<file path="config.mk">
export PLATFORM = sky130hd
export DESIGN_NAME = crc_byte_feeder
export DESIGN_NICKNAME = d
export VERILOG_FILES = /design/src/rtl/crc_byte_feeder.sv
export SDC_FILE = /design/constraint.sdc
export NUM_CORES = 1
export LEC_CHECK = 0
export ABC_AREA = 1
export CAP_MARGIN = 20
export CORE_ASPECT_RATIO = 2
export CORE_MARGIN = 2
export CORE_UTILIZATION = 39
export DETAILED_ROUTE_END_ITERATION = 12
export PLACE_DENSITY_LB_ADDON = 0.08
export RECOVER_POWER = 50
export SLEW_MARGIN = 20
export SYNTH_ARGS = -nofsm -noshare
export SYNTH_HDL_FRONTEND = slang
export SYNTH_SLANG_ARGS = --single-unit
</file>
<file path="constraint.sdc">
create_clock -name clk -period 2.2 [get_ports clk]
set_clock_uncertainty 0.2 [all_clocks]
set_input_delay 0.55 -clock clk [delete_from_list [all_inputs] [get_ports clk]]
set_output_delay 0.55 -clock clk [all_outputs]
set_load 0.05 [all_outputs]
</file>
<file path="src/rtl/crc_byte_feeder.sv">
// rtl/crc_byte_feeder.sv - word-to-byte serialiser and frame CRC capture for the CRC-16 engine
module crc_byte_feeder #(
  parameter int WORD_BYTES = 4,
  parameter bit MSB_FIRST  = 1'b0,
  parameter int CRC_LAT    = 2
) (
  input  logic                          clk,
  input  logic                          rst,
  input  logic                          in_valid,
  output logic                          in_ready,
  input  logic [8*WORD_BYTES-1:0]       in_data,
  input  logic                          in_last,
  input  logic [$clog2(WORD_BYTES):0]   in_nbytes,
  output logic [7:0]                    data,
  output logic                          data_valid,
  output logic                          frame_start,
  output logic                          frame_end,
  input  logic [15:0]                   crc_in,
  output logic [15:0]                   crc_out,
  output logic                          crc_out_valid,
  output logic                          busy
);

  localparam int W   = 8 * WORD_BYTES;
  localparam int NBW = $clog2(WORD_BYTES) + 1;

  typedef enum logic [1:0] {IDLE, SEND, NEXT, CRCWAIT} state_t;

  state_t           state_q, state_d;
  logic [W-1:0]     sr_q, sr_d;
  logic [NBW-1:0]   cnt_q, cnt_d;
  logic             last_q, last_d;
  logic [3:0]       wait_q, wait_d;
  logic [7:0]       data_q, data_d;
  logic             dv_q, dv_d;
  logic             fs_q, fs_d;
  logic             fe_q, fe_d;
  logic [15:0]      crc_q, crc_d;
  logic             cv_q, cv_d;
  logic             busy_q, busy_d;

  logic             accept;
  logic [NBW-1:0]   eff_n;
  logic [7:0]       first_byte;
  logic [W-1:0]     sr_load;
  logic [7:0]       next_byte;
  logic [W-1:0]     sr_shift;

  // cnt_q counts bytes still held in sr_q behind the byte currently on data;
  // the word boundary is therefore the cycle where cnt_q reaches zero
  assign in_ready = (state_q == IDLE) || (state_q == NEXT) ||
                    ((state_q == SEND) && (cnt_q == '0) && !last_q);
  assign accept   = in_valid && in_ready;

  // byte selection for a freshly loaded word and for the held remainder
  always_comb begin
    eff_n = NBW'(WORD_BYTES);
    if (in_last && (in_nbytes != '0) && (in_nbytes <= NBW'(WORD_BYTES)))
      eff_n = in_nbytes;
    first_byte = MSB_FIRST ? in_data[W-1 -: 8] : in_data[7:0];
    sr_load    = MSB_FIRST ? (in_data << 8) : (in_data >> 8);
    next_byte  = MSB_FIRST ? sr_q[W-1 -: 8] : sr_q[7:0];
    sr_shift   = MSB_FIRST ? (sr_q << 8) : (sr_q >> 8);
  end

  // next-state and registered-output computation
  always_comb begin
    state_d = state_q;
    sr_d    = sr_q;
    cnt_d   = cnt_q;
    last_d  = last_q;
    wait_d  = wait_q;
    data_d  = data_q;
    dv_d    = 1'b0;
    fs_d    = 1'b0;
    fe_d    = 1'b0;
    crc_d   = crc_q;
    cv_d    = 1'b0;

    case (state_q)
      SEND: begin
        if (cnt_q != '0) begin
          data_d = next_byte;
          sr_d   = sr_shift;
          cnt_d  = cnt_q - NBW'(1);
          dv_d   = 1'b1;
          fe_d   = last_q && (cnt_q == NBW'(1));
        end else if (last_q) begin
          state_d = CRCWAIT;
          wait_d  = 4'(CRC_LAT - 1);
        end else if (!accept) begin
          state_d = NEXT;
        end
      end
      CRCWAIT: begin
        if (wait_q == 4'd0) begin
          crc_d   = crc_in;
          cv_d    = 1'b1;
          state_d = IDLE;
        end else begin
          wait_d = wait_q - 4'd1;
        end
      end
      default: ;
    endcase

    // a new word always starts presenting its first byte on the following cycle
    if (accept) begin
      state_d = SEND;
      data_d  = first_byte;
      sr_d    = sr_load;
      cnt_d   = eff_n - NBW'(1);
      last_d  = in_last;
      dv_d    = 1'b1;
      fs_d    = (state_q == IDLE);
      fe_d    = in_last && (eff_n == NBW'(1));
    end

    busy_d = (state_d != IDLE);
  end

  // state and output registers; reset drops any partial frame
  always_ff @(posedge clk or posedge rst) begin
    if (rst) begin
      state_q <= IDLE;
      sr_q    <= '0;
      cnt_q   <= '0;
      last_q  <= 1'b0;
      wait_q  <= 4'd0;
      data_q  <= 8'd0;
      dv_q    <= 1'b0;
      fs_q    <= 1'b0;
      fe_q    <= 1'b0;
      crc_q   <= 16'd0;
      cv_q    <= 1'b0;
      busy_q  <= 1'b0;
    end else begin
      state_q <= state_d;
      sr_q    <= sr_d;
      cnt_q   <= cnt_d;
      last_q  <= last_d;
      wait_q  <= wait_d;
      data_q  <= data_d;
      dv_q    <= dv_d;
      fs_q    <= fs_d;
      fe_q    <= fe_d;
      crc_q   <= crc_d;
      cv_q    <= cv_d;
      busy_q  <= busy_d;
    end
  end

  assign data          = data_q;
  assign data_valid    = dv_q;
  assign frame_start   = fs_q;
  assign frame_end     = fe_q;
  assign crc_out       = crc_q;
  assign crc_out_valid = cv_q;
  assign busy          = busy_q;

endmodule

</file>
Yosys cells after proc, flatten, opt, wreduce, memory -nomap -nowiden
Cells that the tools add are included.
{"block": "op_classes", "n_addsub": 3, "mux": 28, "multipliers": 0, "n_eq_ne": 8, "order_cmp": 1, "n_shift": 0, "reduce_logical": 22, "n_bitwise": 0, "div": 0}
{"op": "2-to-1 mux 32 bit", "count": 3}
{"op": "2-to-1 mux 8 bit", "count": 3}
{"op": "2-to-1 mux 3 bit", "count": 4}
{"op": "2-to-1 mux 4 bit", "count": 3}
{"op": "2-to-1 mux 1 bit", "count": 10}
{"op": "case mux 4 bit (2 select lines)", "count": 1}
{"op": "nonzero test 2 bit", "count": 4}
{"op": "logical AND 1 bit", "count": 7}
{"op": "equality test 3 x 1 -> 1 bit (second input constant)", "count": 2}
{"op": "2-to-1 mux 2 bit", "count": 3}
{"op": "inequality test 2 bit (second input constant)", "count": 3}
{"op": "nonzero test 3 bit", "count": 2}
{"op": "subtractor 3 x 1 -> 3 bit (second input constant)", "count": 2}
{"op": "equality test 2 bit (second input constant)", "count": 2}
{"op": "logical NOT 4 bit", "count": 1}
{"op": "case mux 2 bit (2 select lines)", "count": 1}
{"op": "AND reduction 2 bit", "count": 2}
{"op": "AND reduction 4 bit", "count": 1}
{"op": "subtractor 4 x 1 -> 4 bit (second input constant)", "count": 1}
{"op": "less-or-equal comparator 3 bit (second input constant)", "count": 1}
{"op": "logical NOT 3 bit", "count": 1}
{"op": "equality test 2 x 1 -> 1 bit (second input constant)", "count": 1}
{"op": "logical NOT 2 bit", "count": 1}
{"op": "logical OR 1 bit", "count": 2}
{"op": "logical NOT 1 bit", "count": 1}
{"block": "word_totals", "mem_bits_ro": 0, "register_bits": 71, "word_cells": 74, "mem_bits_rw": 0, "out_inout_bits": 30, "latchBits": 0, "mem_count": 0}

Longest topological paths before layout
{"block": "logic_depth", "depth_word": 7, "ltp_mapped": 13, "mapped_depth_nobuf": 13}

Least setup slack after synthesis
Ideal clock, no wire load.
{"block": "synth_path", "path_kind": "register to output", "start": "reg cnt_q[0]", "end": "out in_ready", "t_arrival_ns": 1.131, "path_slack_ns": 0.319, "path_stages_with_launch": 7, "path_cell_list": "dfrtp_1 -> inv_1 -> ha_1 -> nand2_1 -> nand2_1 -> nand2_1 -> inv_1"}
{"block": "synth_between", "elab_chain_len": 4}
{"element": "from (decl)", "line_no": "31", "text": "logic [NBW-1:0] cnt_q, cnt_d;"}
{"element": "from (signal assigned)", "line_no": "140", "text": "cnt_q <= cnt_d;"}
{"element": "logical NOT 3 bit", "line_no": "52", "text": "((state_q == SEND) && (cnt_q == '0) && !last_q);"}
{"element": "logical AND 1 bit (2 in a row)", "line_no": "52"}
{"element": "logical OR 1 bit", "line_no": "51", "text": "assign in_ready = (state_q == IDLE) || (state_q == NEXT) ||"}
{"element": "to (decl)", "line_no": "10", "text": "output logic in_ready,"}
Every way passes these cells.

Worst setup path in the final report
Ends and elaborated chain as after synthesis.

==> results.sh <==
export IMPL_ys_ff_latch=63
export IMPL_worst_slew_pin_transition_ns=0.629
export IMPL_antenna_left=0
export IMPL_hold_path_startpoint="sr_q[17]$_DFFE_PP0P_"
export IMPL_worstSetupStartpointType="register"
export IMPL_timing_slew_headroom_pct=58.3
export IMPL_cts_sinks=63
export IMPL_dp_hpwl_mm=4.56
export IMPL_synthesis_yosys_warnings=0
export IMPL_vias_per_inst=4.62
export IMPL_setup_violations_final=0
export IMPL_design_area_sq_um=4140
export IMPL_tritoncts="built"
export IMPL_max_clock_freq_ghz=0.471
export IMPL_ir_drop_mv=0.899
export IMPL_dr_total_vias=2505
export IMPL_synth_cell_type_count=23
export IMPL_final_period_utilization_pct=96.5
export IMPL_critPathKind="reg2out"
export IMPL_grtUsageTotal_pct=17.4
export IMPL_report_power_total_uw=6960
export IMPL_floorplan_initialDensity_pct=40.0
export IMPL_drc_errors=0
export IMPL_first_element_of_the_critical_path="cnt_q[0]$_DFFE_PP0P_"
export IMPL_drv_cap=0
export IMPL_data_arrival_time_at_the_worst_slack_endpoint_ns=1.37
export IMPL_netlist_area_sq_um=2860
export IMPL_clock_path_buffers=2
export IMPL_core_area_sq_um=7160
export IMPL_crit_reg2reg_launch="cnt_q[0]$_DFFE_PP0P_"
export IMPL_dpl_cell_area_sq_um=3800
export IMPL_synthesis_nets=407
export IMPL_multiInputGateArea_sq_um=1140
export IMPL_finalHoldViolCount=0
export IMPL_avgSynthCellArea_sq_um=8.27
export IMPL_path_clk_slew_ns=0.05
export IMPL_proportion_of_register_bits_with_asynchronous_set_or_reset_after_synthesis_pct=100
export IMPL_nFillCells=693
export IMPL_synth_ff_type="dfrtp_1"
export IMPL_floorplan_io_pins=85
export IMPL_drt_pass1_iterations=4
export IMPL_initial_antenna_violation_count=0
export IMPL_die_h_um=125
export IMPL_std_cell_rows=44
export IMPL_p_per_area_nw_per_um2=1680
export IMPL_post_route_cells_drive_above_1_share_pct=16.7
export IMPL_post_cts_hold_buffer_count=0
export IMPL_finalMaxSlewViolations=0
export IMPL_synth_edff_count=0
export IMPL_areaGrowthSynthToFinish_pct=44.6
export IMPL_insertion_delay_ns=0.32
export IMPL_floorplan_die_area_sq_um=8080
export IMPL_detail_route_wl_per_cell_um=12.0
export IMPL_final_nets=506
export IMPL_overflow=0
export IMPL_grt_max_degree=37
export IMPL_place_worst_setup_slack_ns=-0.148
export IMPL_grt_pass1_wl_mm=11.0
export IMPL_ys_seq_area_share_pct=55.1
export IMPL_numCtsBuffers=9
export IMPL_buffer_ports_inserted=84
export IMPL_critical_path_endpoint_type="primary output"
export IMPL_leak_pwr_uw=0.00206
export IMPL_synthesis_instances=346
export IMPL_worst_slack_ns=0.0775
export IMPL_insertedDiodeCount=0
export IMPL_hold_slack_ns=0.269
export IMPL_worst_path_max_fanout=3
export IMPL_regArea_sq_um=1580
export IMPL_htreeDepth=3
export IMPL_die_width_um=64.6
export IMPL_run_status="completed"
export IMPL_worstPathRequired_ns=1.45
export IMPL_routed_wirelength_mm=6.51
export IMPL_gp_weighted_congestion=0.742
export IMPL_post_route_min_period_ns=2.12
export IMPL_min_path_type="reg2reg"
export IMPL_clockRootBuffer="clkbuf_16"
export IMPL_first_iter_violations=180
export IMPL_grt_pass1_vias=2446
## cell usage after synthesis (all sizes together), types with 3 or more instances
master	count	area share (%)
ha	6	2.6
buf	12	2.5
nor2	12	1.7
inv	24	3.1
dfrtp	63	55
nand2	148	20
or2	4	0.88
nand3	59	11
nand4	3	0.66
o21ai	11	1.9
## flip-flops by register name, indices dropped and copies added, names as in the netlist
register,flops
sr_q,24
crc_out,16
data,8
wait_q,4
cnt_q,3
state_q,2
busy,1
crc_out_valid,1
data_valid,1
frame_end,1
frame_start,1
last_q,1
## report_power, final
| group | total [uW] | leakage [uW] | internal [uW] | switching (uW) |
|---|---|---|---|---|
| Combinational | 3360 | 0.00110 | 1100 | 2250 |
| Sequential | 2020 | 0.000788 | 1710 | 311 |
| Clock | 1580 | 0.000166 | 1100 | 481 |
| Total | 6960 | 0.00206 | 3910 | 3040 |
## layout make-up
class / instances / share of cell area (%)
clock buffer: 10 / 5.54
clock inverter: 6 / 2.63
inverter: 24 / 2.21
multi-input combinational: 246 / 27.6
sequential: 63 / 38.1
tap: 92 / 2.78
timing repair buffer: 101 / 21.1
## layer usage
metal	GRT usage, %	vias to the layer above	share of wire, %
met4	10.1	0	2.2
li1	-	1296	-
met3	2.61	9	4.3
met5	0	-	0
met2	28.9	60	52
met1	21.2	1140	42
## what timing repair did
item | 4_1_cts | 5_1_grt
endpoints found under the setup margin | 1 | 2
pin swaps | 0 | 1
setup buffers | 2 | 3
resized for setup | 3 | 9
## logic make-up (layout without fill, tap and decap cells)
kind of cell,count (synthesis),in the layout,synth area share (%)
DFF,63,63,55.1
buffers and inverters,37,141,5.82
adders and majority gates,6,6,2.62
and+or+nand+nor,228,228,34.2
AOI/OAI and AO/OA,11,11,1.92
xor gates and xnor gates,1,1,0.306
## critical path: stages, from the launching register on
cell and delay [ns]:
dfrtp_1 0.39, inv_2 0.10, ha_4 0.14, nand2_2 0.08, nand2_2 0.08, nand2_2 0.06, inv_2 0.07, buf_12 0.13
## layout by cell type (no fill, tap or decap), drive strengths merged
cell type / instances
xnor2: 1
ha: 6
o21ai: 11
bufinv: 3
dlygate4sd3: 2
nand4: 3
nand3: 59
clkdlybuf4s50: 51
clkinv: 3
clkbuf: 24
nor3: 1
buf: 33
inv: 23
nand2: 148
nand3b: 1
nor2: 12
or2: 4
clkinvlp: 1
dfrtp: 63
dlymetal6s2s: 1
## through the flow
step           utilization [%]   TNS, ns  std cells
3_3_place_gp              53.0   -0.0747        521
4_1_cts                   58.0         0        539
6_report                  57.8         0        542
5_1_grt                   57.8  -0.00175        542
3_5_place_dp              53.0    -0.320        521
2_1_floorplan                -         0        346
## path summary, 6_finish.rpt
| check | slack [ns] | depth (start not counted) | to |
|---|---|---|---|
| worst max register to register | 0.29 | 10 | sr_q[11]$_DFFE_PP0P_ |
| min in group asynchronous | 0.52 | 2 | cnt_q[1]$_DFFE_PP0P_ |
| worst max-delay path | 0.08 | 7 | in_ready |
| max in group asynchronous | 0.39 | 3 | wait_q[2]$_DFFE_PP0P_ |
| worst min register to register | 0.27 | 2 | sr_q[17]$_DFFE_PP0P_ |
| worst min-delay path | 0.27 | 2 | sr_q[17]$_DFFE_PP0P_ |
(Power assumes the default switching activity.)
